### config.mk
export PLATFORM = sky130hd
export DESIGN_NAME = run_step_controller_flat
export DESIGN_NICKNAME = d
export VERILOG_FILES = /design/src/rtl/run_step_pkg.sv /design/src/rtl/run_step_controller_if.sv /design/src/rtl/button_debouncer.sv /design/src/rtl/run_step_controller.sv /design/src/flat_wrapper.sv
export SDC_FILE = /design/constraint.sdc
export NUM_CORES = 1
export LEC_CHECK = 0
export CAP_MARGIN = 10
export CORE_MARGIN = 2
export CORE_UTILIZATION = 37
export CTS_BUF_LIST = sky130_fd_sc_hd__clkbuf_8 sky130_fd_sc_hd__clkbuf_16
export CTS_CLUSTER_DIAMETER = 40
export DETAILED_ROUTE_END_ITERATION = 12
export SLEW_MARGIN = 20
export SYNTH_ARGS = -nofsm -noshare
export SYNTH_HDL_FRONTEND = slang
export SYNTH_HIERARCHICAL = 1
export SYNTH_SLANG_ARGS = --single-unit
### constraint.sdc
create_clock -name CLOCK -period 11.9 [get_ports CLOCK]
set_input_delay 1.19 -clock CLOCK [delete_from_list [all_inputs] [get_ports CLOCK]]
set_output_delay 1.19 -clock CLOCK [all_outputs]
set_load 0.03 [all_outputs]
### src/rtl/run_step_pkg.sv
// Shared types and helpers for the run/step CPU clock controller.
package run_step_pkg;

    localparam int unsigned COUNT_W = 32;
    localparam int unsigned TICK_W  = 16;
    localparam int unsigned RATE_W  = 4;

    typedef enum logic [1:0] {
        RUN_LO,
        RUN_HI,
        HALT,
        STEP_HI
    } state_t;

    // Free-run half period for a rate exponent, never below one cycle.
    function automatic logic [COUNT_W-1:0] half_period(
        input logic [COUNT_W-1:0] clock_hz,
        input logic [RATE_W-1:0]  rate
    );
        logic [COUNT_W-1:0] h;
        h = (clock_hz >> rate) >> 1;
        return (h == '0) ? COUNT_W'(1) : h;
    endfunction

endpackage

### src/rtl/run_step_controller_if.sv
// Button/switch inputs and CPU clock outputs of the run/step controller.
// STEP_LIMIT_EN adds the TICK_LIMIT input.
interface run_step_controller_if;
    import run_step_pkg::*;

    logic              BUTTON;
    logic              STEP_MODE;
    logic [RATE_W-1:0] RATE;
    logic              SLOW_CLOCK;
    logic              TICK;
    logic              HALTED;
    logic [TICK_W-1:0] TICK_COUNT;
`ifdef STEP_LIMIT_EN
    logic [TICK_W-1:0] TICK_LIMIT;

    modport master (
        output BUTTON, STEP_MODE, RATE, TICK_LIMIT,
        input  SLOW_CLOCK, TICK, HALTED, TICK_COUNT
    );

    modport slave (
        input  BUTTON, STEP_MODE, RATE, TICK_LIMIT,
        output SLOW_CLOCK, TICK, HALTED, TICK_COUNT
    );
`else
    modport master (
        output BUTTON, STEP_MODE, RATE,
        input  SLOW_CLOCK, TICK, HALTED, TICK_COUNT
    );

    modport slave (
        input  BUTTON, STEP_MODE, RATE,
        output SLOW_CLOCK, TICK, HALTED, TICK_COUNT
    );
`endif

endinterface

### src/rtl/button_debouncer.sv
// Synchronises a raw push button and emits a one-cycle press on each
// debounced 0->1 transition.
module button_debouncer
    import run_step_pkg::*;
#(
    parameter int unsigned DEBOUNCE_CYCLES = 1_000_000
) (
    input  logic CLOCK,
    input  logic RESET,
    input  logic BUTTON,
    output logic press
);

    localparam logic [COUNT_W-1:0] LAST = COUNT_W'(DEBOUNCE_CYCLES - 1);

    logic               sync_q1;
    logic               sync_q2;
    logic               level_q;
    logic [COUNT_W-1:0] cnt_q;

    // Two-flop synchroniser for the asynchronous button.
    always_ff @(posedge CLOCK or posedge RESET) begin
        if (RESET) begin
            sync_q1 <= 1'b0;
            sync_q2 <= 1'b0;
        end else begin
            sync_q1 <= BUTTON;
            sync_q2 <= sync_q1;
        end
    end

    // Accept a new level only after it has held for the full debounce window.
    always_ff @(posedge CLOCK or posedge RESET) begin
        if (RESET) begin
            level_q <= 1'b0;
            cnt_q   <= '0;
            press   <= 1'b0;
        end else begin
            press <= 1'b0;
            if (sync_q2 == level_q) begin
                cnt_q <= '0;
            end else if (cnt_q == LAST) begin
                level_q <= sync_q2;
                cnt_q   <= '0;
                press   <= sync_q2;
            end else begin
                cnt_q <= cnt_q + COUNT_W'(1);
            end
        end
    end

endmodule

### src/rtl/run_step_controller.sv
// Generates the slow CPU clock in free-run or single-step mode with
// full-width phases. Define STEP_LIMIT_EN to let free-run halt itself
// when TICK_COUNT reaches TICK_LIMIT.
module run_step_controller
    import run_step_pkg::*;
#(
    parameter int unsigned CLOCK_HZ         = 100_000_000,
    parameter int unsigned DEBOUNCE_CYCLES  = 1_000_000,
    parameter int unsigned STEP_HIGH_CYCLES = 10_000_000
) (
    input  logic                 CLOCK,
    input  logic                 RESET,
    run_step_controller_if.slave bus
);

    localparam logic [COUNT_W-1:0] HZ        = COUNT_W'(CLOCK_HZ);
    localparam logic [COUNT_W-1:0] STEP_LAST = COUNT_W'(STEP_HIGH_CYCLES - 1);

    state_t             state_q;
    logic [COUNT_W-1:0] cnt_q;
    logic [COUNT_W-1:0] half_q;
    logic               phase_start_q;
    logic               pause_pending_q;
    logic               slow_q;
    logic               tick_q;
    logic               halted_q;
    logic [TICK_W-1:0]  tick_count_q;

    logic               press;
    logic [COUNT_W-1:0] half_now_c;
    logic               phase_done_c;
    logic               limit_hit_c;

    button_debouncer #(
        .DEBOUNCE_CYCLES(DEBOUNCE_CYCLES)
    ) u_debouncer (
        .CLOCK (CLOCK),
        .RESET (RESET),
        .BUTTON(bus.BUTTON),
        .press (press)
    );

    // The rate is sampled in the first cycle of each phase and held for the rest of it.
    assign half_now_c   = phase_start_q ? half_period(HZ, bus.RATE) : half_q;
    assign phase_done_c = (cnt_q == (half_now_c - COUNT_W'(1)));

`ifdef STEP_LIMIT_EN
    assign limit_hit_c = (bus.TICK_LIMIT != '0) && (tick_count_q == bus.TICK_LIMIT);
`else
    assign limit_hit_c = 1'b0;
`endif

    // Run/halt/step sequencing; every output is a register.
    always_ff @(posedge CLOCK or posedge RESET) begin
        if (RESET) begin
            state_q         <= RUN_LO;
            cnt_q           <= '0;
            half_q          <= COUNT_W'(1);
            phase_start_q   <= 1'b1;
            pause_pending_q <= 1'b0;
            slow_q          <= 1'b0;
            tick_q          <= 1'b0;
            halted_q        <= 1'b0;
            tick_count_q    <= '0;
        end else begin
            tick_q        <= 1'b0;
            phase_start_q <= 1'b0;
            if (phase_start_q) begin
                half_q <= half_now_c;
            end

            case (state_q)
                RUN_LO: begin
                    if (bus.STEP_MODE || press) begin
                        state_q  <= HALT;
                        halted_q <= 1'b1;
                        cnt_q    <= '0;
                    end else if (phase_done_c) begin
                        state_q       <= RUN_HI;
                        slow_q        <= 1'b1;
                        tick_q        <= 1'b1;
                        tick_count_q  <= tick_count_q + TICK_W'(1);
                        cnt_q         <= '0;
                        phase_start_q <= 1'b1;
                    end else begin
                        cnt_q <= cnt_q + COUNT_W'(1);
                    end
                end

                RUN_HI: begin
                    if (phase_done_c) begin
                        slow_q          <= 1'b0;
                        cnt_q           <= '0;
                        pause_pending_q <= 1'b0;
                        if (bus.STEP_MODE || pause_pending_q || press || limit_hit_c) begin
                            state_q  <= HALT;
                            halted_q <= 1'b1;
                        end else begin
                            state_q       <= RUN_LO;
                            phase_start_q <= 1'b1;
                        end
                    end else begin
                        cnt_q <= cnt_q + COUNT_W'(1);
                        if (press) begin
                            pause_pending_q <= 1'b1;
                        end
                    end
                end

                HALT: begin
                    if (press) begin
                        halted_q <= 1'b0;
                        cnt_q    <= '0;
                        if (bus.STEP_MODE) begin
                            state_q      <= STEP_HI;
                            slow_q       <= 1'b1;
                            tick_q       <= 1'b1;
                            tick_count_q <= tick_count_q + TICK_W'(1);
                        end else begin
                            state_q       <= RUN_LO;
                            phase_start_q <= 1'b1;
                        end
                    end
                end

                STEP_HI: begin
                    if (cnt_q == STEP_LAST) begin
                        state_q  <= HALT;
                        slow_q   <= 1'b0;
                        halted_q <= 1'b1;
                        cnt_q    <= '0;
                    end else begin
                        cnt_q <= cnt_q + COUNT_W'(1);
                    end
                end

                default: begin
                    state_q <= HALT;
                    slow_q  <= 1'b0;
                end
            endcase
        end
    end

    assign bus.SLOW_CLOCK = slow_q;
    assign bus.TICK       = tick_q;
    assign bus.HALTED     = halted_q;
    assign bus.TICK_COUNT = tick_count_q;

endmodule

### src/flat_wrapper.sv
// flat-port wrapper written by rule: the top's interface ports become plain ports
module run_step_controller_flat import run_step_pkg::*;
#(
    parameter int unsigned CLOCK_HZ         = 100_000_000,
    parameter int unsigned DEBOUNCE_CYCLES  = 1_000_000,
    parameter int unsigned STEP_HIGH_CYCLES = 10_000_000
)
  (CLOCK, RESET, bus_BUTTON, bus_STEP_MODE, bus_RATE, bus_SLOW_CLOCK, bus_TICK, bus_HALTED, bus_TICK_COUNT);
  run_step_controller_if bus_i ();
  input  logic CLOCK;
  input  logic RESET;
  input wire logic [$bits(bus_i.BUTTON)-1:0] bus_BUTTON;
  input wire logic [$bits(bus_i.STEP_MODE)-1:0] bus_STEP_MODE;
  input wire logic [$bits(bus_i.RATE)-1:0] bus_RATE;
  output wire logic [$bits(bus_i.SLOW_CLOCK)-1:0] bus_SLOW_CLOCK;
  output wire logic [$bits(bus_i.TICK)-1:0] bus_TICK;
  output wire logic [$bits(bus_i.HALTED)-1:0] bus_HALTED;
  output wire logic [$bits(bus_i.TICK_COUNT)-1:0] bus_TICK_COUNT;
  assign bus_i.BUTTON = bus_BUTTON;
  assign bus_i.STEP_MODE = bus_STEP_MODE;
  assign bus_i.RATE = bus_RATE;
  assign bus_SLOW_CLOCK = bus_i.SLOW_CLOCK;
  assign bus_TICK = bus_i.TICK;
  assign bus_HALTED = bus_i.HALTED;
  assign bus_TICK_COUNT = bus_i.TICK_COUNT;
  run_step_controller #(.CLOCK_HZ(CLOCK_HZ), .DEBOUNCE_CYCLES(DEBOUNCE_CYCLES), .STEP_HIGH_CYCLES(STEP_HIGH_CYCLES)) u_core (.CLOCK(CLOCK), .RESET(RESET), .bus(bus_i));
endmodule
---- Word-level counts from Yosys, hierarchy flattened ----
Cells that the tools add are included.
word-level totals
  logic and storage cells ................. 98
  input port bits ......................... 8
  bits in registers ....................... 123
  output and inout port bits .............. 19
operators by class
  equal/unequal tests ..................... 16
  bitwise operators ....................... 1
  multiplexer cells ....................... 49
  shift operators ......................... 1
  reductions and logical operators ........ 13
  add/subtract/negate cells ............... 4
operators by type and width
  kind                                                                  number
  32-bit two-way mux                                                    7
  32-bit case mux with 4 select lines                                   1
  32-bit by 1-bit adder with 32-bit output, second input constant       2
  16-bit two-way mux                                                    4
  32-bit by 20-bit == test with 1-bit output, second input constant     1
  32-bit by 24-bit == test with 1-bit output, second input constant     1
  32-bit == test                                                        1
  32-bit zero test                                                      1
  16-bit case mux with 2 select lines                                   1
  27-bit by 4-bit >> shifter with 32-bit output, first input constant   1
  32-bit by 1-bit subtractor with 32-bit output, second input constant  1
  31-bit two-way mux                                                    1
  1-bit two-way mux                                                     23
  16-bit by 1-bit adder with 16-bit output, second input constant       1
  2-bit two-way mux                                                     7
  2-bit by 1-bit != test with 1-bit output, second input constant       5
  5-bit AND reduction                                                   2
  1-bit case mux with 4 select lines                                    2
  2-bit case mux with 4 select lines                                    1
  2-bit != test, second input constant                                  3
  6-bit AND reduction                                                   1
  2-bit == test, second input constant                                  2
  2-bit AND reduction                                                   2
  4-bit AND reduction                                                   1
  other kinds (9)                                                       12

---- Depth between registers and ports, before layout ----
  word-level depth ........................ 9
  mapped depth ............................ 19
  depth with buffers taken out ............ 15

---- Hierarchy ----
Netlist, hierarchy kept.
by module, submodules not included
  module               area an instance (um^2)  instances  cells each  seq. area each (um^2)
  run_step_controller  5725.5                   1          649         2179.6
  button_debouncer     1786.7                   1          183         900.9

---- Worst setup path before layout ----
No wires, ideal clock.
  kind .................................... in2reg
  start ................................... input bus_RATE[0]
  end ..................................... register u_core.tick_count_q[7] (netlist: u_core/bus.TICK_COUNT[7])
  data arrival time ....................... 4.319 ns
  required time ........................... 11.820 ns
  library setup time ...................... 0.080 ns
  path slack .............................. 7.501 ns
  cell stages on the path ................. 14
  buffers on the path ..................... 3
  cell sequence ........................... buf_2 > nand3b_1 > a311oi_1 > or3_4 > or3_1 > buf_2 > or4b_4 > nor3_2 > mux2i_1 > nor4_4 > a31oi_4 > buf_4 > nor3_2 > xnor2_1
on the way
  word-level cells in the longest chain between the ends .. 8
ends and longest elaborated chain
  element                                               line                        RTL
  from (decl)                                           flat_wrapper.sv:14          input wire logic [$bits(bus_i.RATE)-1:0] bus_RATE;
  27-bit by 4-bit >> shifter with 32-bit output *       run_step_pkg.sv:21          h = (clock_hz >> rate) >> 1;
  32-bit zero test                                      run_step_pkg.sv:22          return (h == '0) ? COUNT_W'(1) : h;
  31-bit two-way mux *                                  run_step_pkg.sv:22
  32-bit two-way mux *                                  run_step_controller.sv:44   assign half_now_c = phase_start_q ? half_period(HZ, bus.RATE) : half_q;
  32-bit by 1-bit subtractor with 32-bit output *       run_step_controller.sv:45   assign phase_done_c = (cnt_q == (half_now_c - COUNT_W'(1)));
  32-bit == test *                                      run_step_controller.sv:45
  2-bit by 1-bit != test with 1-bit output (no line) *  -
  5-bit AND reduction (no line) *                       -
  to (signal assigned)                                  run_step_controller.sv:82   tick_count_q <= tick_count_q + TICK_W'(1);
  to (signal assigned)                                  run_step_controller.sv:118  tick_count_q <= tick_count_q + TICK_W'(1);
  to (decl)                                             run_step_controller.sv:27   logic [TICK_W-1:0] tick_count_q;
Every way passes the cells marked *; elsewhere a longest branch is shown, timed or not.
A chain may end at the register's enable or synchronous reset.

---- Worst setup path after layout ----
  start ................................... input bus_RATE[1]
  end ..................................... register u_core.tick_count_q[8] (netlist: u_core/bus.TICK_COUNT[8])
Same word-level chain as after synthesis.

==> parameters.txt <==
Parameter                              Value

Floorplanning
  Effective utilization at floorplan    around 37%
  Floorplan die area    between 0.02 and 0.025 mm²
  Number of cell rows    52
  Io pins    27
  Core area    around 0.02 mm²
  Die Ht    between 100 and 150 µm
  Horizontal extent of the die    around 150 µm

Synth
  Number of synthesized flops with an enable pin    0
  Prevailing post-synth register cell    dfrtp_1
  Seq/Total Area, Yosys    around 41%
  Number of register bits inferred by synthesis    123
  Mean instance size in the synthesized netlist    around 9.0 µm²
  Yosys warnings    6
  Mapped cell area    approximately 0.0075 mm²
  Share of synthesized flip-flops with an asynchronous set or reset    between 90% and 100%
  Post-Synthesis Net Count    between 800 and 900
  Count of unique library cells instantiated by Yosys    74
  Synthesized instance count    about 830

STA
  Final Setup Violations    0
  FMAX    173 MHz
  Max Clock Skew    0.0119 ns
  Max Slew Vio Count    0
  Minimum period implied by the final worst setup slack    5.78 ns
  Period utilisation layout    around half
  Total negative slack    0 ns
  Final Hold Violating Endpoints    0
  Normalized max-slew margin    between 40% and 50%
  RSZ-0062 raised after global routing    false
  Slew at the pin closest to its max-slew limit    around 0.85 ns

Critical path
  Worst endpoint data arrival time    between 6 and 7 ns
  Category of the critical setup timing path    input port to register
  Type of origin of the critical path    input port
  Crit. End Element    register
  Critical-path maximum fanout    23
  Crit path required time    12.24 ns
  Worst path cell trace    clkdlybuf4s50_1, xnor2_2, o221ai_2, nor4_2, nand4_1, or4b_4, nor3_2, mux2i_1, nor4_4, a31oi_4, nor4_1, xnor2_1
  Library cell contributing the largest single delay on the critical path    clkdlybuf4s50_1
  Stage delay of the slowest cell on the critical path    approximately 0.85 ns

Route
  Routed length per instance    about 15 µm
  # DRC    0
  Iter 0 DRT Violations    ~440
  Detailed-route vias per instance    ~5.4
  Aggregate routed wire length    approximately 17000 µm
  Residual antenna-violating net count after detailed routing    0
  Number of optimization iterations in the first detailed-route pass    5
  Via count of the routed design    6000

Global route
  Antenna violations before repair    0
  Global Route Usage Sum    16.8%
  Largest net degree at the start of global routing    54
  GR Overflow Total    0
  Number of global-route vias before repair    roughly 5800
  Global-route wire length before repair    29500 µm

Place
  Gp weighted congestion    approximately 0.84
  Number of cells in the design after placement    around 1100
  Half-perimeter wire length after detailed placement    between 10000 and 15000 µm
  I/O Buffers    26

Clock network
  CTS tree    built
  Clock sinks    around 120
  Clock network latency to the later pin of the worst-skew pair    between 0.4 and 0.5 ns
  Post-CTS Setup Bufs    0
  Quantity of gates resized following cts    0
  Hold-fix buffers, CTS    0
  CTS max path bufs    2
  Number of buffers added by the clock tree synthesis step    17
  Clock root buffer    clkbuf_16
  Clock-pin slew on the worst setup and hold paths    0.06 ns
  Clock H-tree levels    4

Finish
  Highest-count cells in the layout ignoring fill and taps    dfrtp_1, nor2_1, nand2_1, xor2_1, xnor2_1
  Net count, final    846
  Fillers    between 1500 and 2000
  Antenna cells    0
  Area added between synthesis and finish    14.0%
  Share of final-layout standard cells stronger than drive strength 1    about 8.5%
  Most common cell after layout, fill and taps aside    dfrtp_1
  Final standard cell count with taps included and fillers excluded    around 1100

Pwr
  Cell leakage power    3.57 nW
  Total power density per cell area    ~130 mW/mm²
  Peak supply drop    99.0 µV

Hold path
  Path category of the worst min-delay check    register to register

Job
  Max-cap check violation count    0

Run status
  Status    finished clean
==> power breakdown <==
group          internal, mW  switching [mW]
logic                0.0273          0.0502
clock network         0.374           0.188
registers             0.427         0.00563
total                 0.829           0.244
==> stage by stage <==
stage / utilization (%) / power [mW] / hold slack (ns) / setup WS, ns / cell area [µm²]
after floorplan: - / 0.497 / 0.331 / 7.50 / 7510
after global placement: 39.5 / 0.517 / 0.334 / 5.63 / 7930
after detailed placement: 39.5 / 0.518 / 0.338 / 5.46 / 7930
after CTS: 42.6 / 1.09 / 0.351 / 5.90 / 8570
after global routing: 42.6 / 1.11 / 0.353 / 5.66 / 8570
final: 42.6 / 1.07 / 0.349 / 6.12 / 8570
==> cells in the mapped netlist (10+ instances only) <==
cell | number | share of area [%]
a21oi_1 | 42 | 2.8
and2_1 | 15 | 1.2
and3_1 | 10 | 0.83
buf_2 | 14 | 0.93
clkbuf_1 | 25 | 1.2
dfrtp_1 | 121 | 40
inv_1 | 37 | 1.8
nand2_1 | 55 | 2.7
nand2b_1 | 15 | 1.2
nand3_1 | 41 | 2.7
nand4_1 | 27 | 2.2
nor2_1 | 73 | 3.6
nor2b_1 | 11 | 0.92
nor3_1 | 19 | 1.3
nor4_1 | 23 | 1.9
o21ai_0 | 27 | 1.8
o31ai_1 | 11 | 1.1
or3_1 | 17 | 1.4
or4_1 | 10 | 1.0
xnor2_1 | 44 | 5.1
xor2_1 | 55 | 6.4
==> routing by layer <==
metal  track usage, %  vias up  wire length [µm]
li1                 -     2982                 -
met1             24.4     2888              8520
met2             25.5      119              7770
met3             4.38       11               865
met4             3.40        0               121
met5                0        -                 0
==> kinds of logic (layout without fill, tap and decap cells) <==
logic type	count (synthesis)	in the layout	synth area share [%]
xor+xnor	100	100	11.8
fa+ha+maj	5	5	0.799
buf+inv	85	99	4.93
compound gates	151	151	13.8
simple gates	357	357	26.2
flops	123	123	41.0
mux	11	11	1.55
==> critical path: cells and delay by family <==
kind	cells	cell delay [ns]
buf+inv	1	0.85
xor+xnor	2	0.61
mux	1	0.13
compound gates	2	0.54
simple gates	6	2.77
==> sequential cells by signal (all words and copies together), names as in the netlist <==
register and flops:
u_core/state_q 2, u_core/u_debouncer/sync_q2 1, u_core/bus.HALTED 1, u_core/phase_start_q 1, u_core/u_debouncer/press 1, u_core/half_q 32
u_core/pause_pending_q 1, u_core/bus.TICK 1, u_core/cnt_q 32, u_core/u_debouncer/sync_q1 1, u_core/u_debouncer/level_q 1, u_core/u_debouncer/cnt_q 32
u_core/bus.SLOW_CLOCK 1, u_core/bus.TICK_COUNT 16
==> layout make-up <==
type | instances | area, µm² | share of cell area [%]
Sequential cell | 123 | 3080 | 36.0
Timing Repair Buffer | 31 | 293 | 3.42
Multi-Input combinational cell | 624 | 4080 | 47.6
Tap cell | 270 | 338 | 3.94
Inverter | 37 | 140 | 1.64
Clock inverter | 13 | 201 | 2.35
Clock buffer | 18 | 439 | 5.13
==> worst paths after layout <==
kind | start | to | slack, ns | depth (start not counted)
setup / recovery | bus_RATE[1] | u_core/bus.TICK_COUNT[8] | 6.12 | 12
hold / removal | u_core/u_debouncer/sync_q1 | u_core/u_debouncer/sync_q2 | 0.35 | 0
setup reg to reg | u_core/phase_start_q | u_core/bus.TICK_COUNT[8] | 6.62 | 15
hold reg to reg | u_core/u_debouncer/sync_q1 | u_core/u_debouncer/sync_q2 | 0.35 | 0
max in group asynchronous | RESET | u_core/half_q[7] | 9.62 | 3
min in group asynchronous | RESET | u_core/u_debouncer/cnt_q[18] | 1.24 | 3
Power figures use the tool's default switching activity.
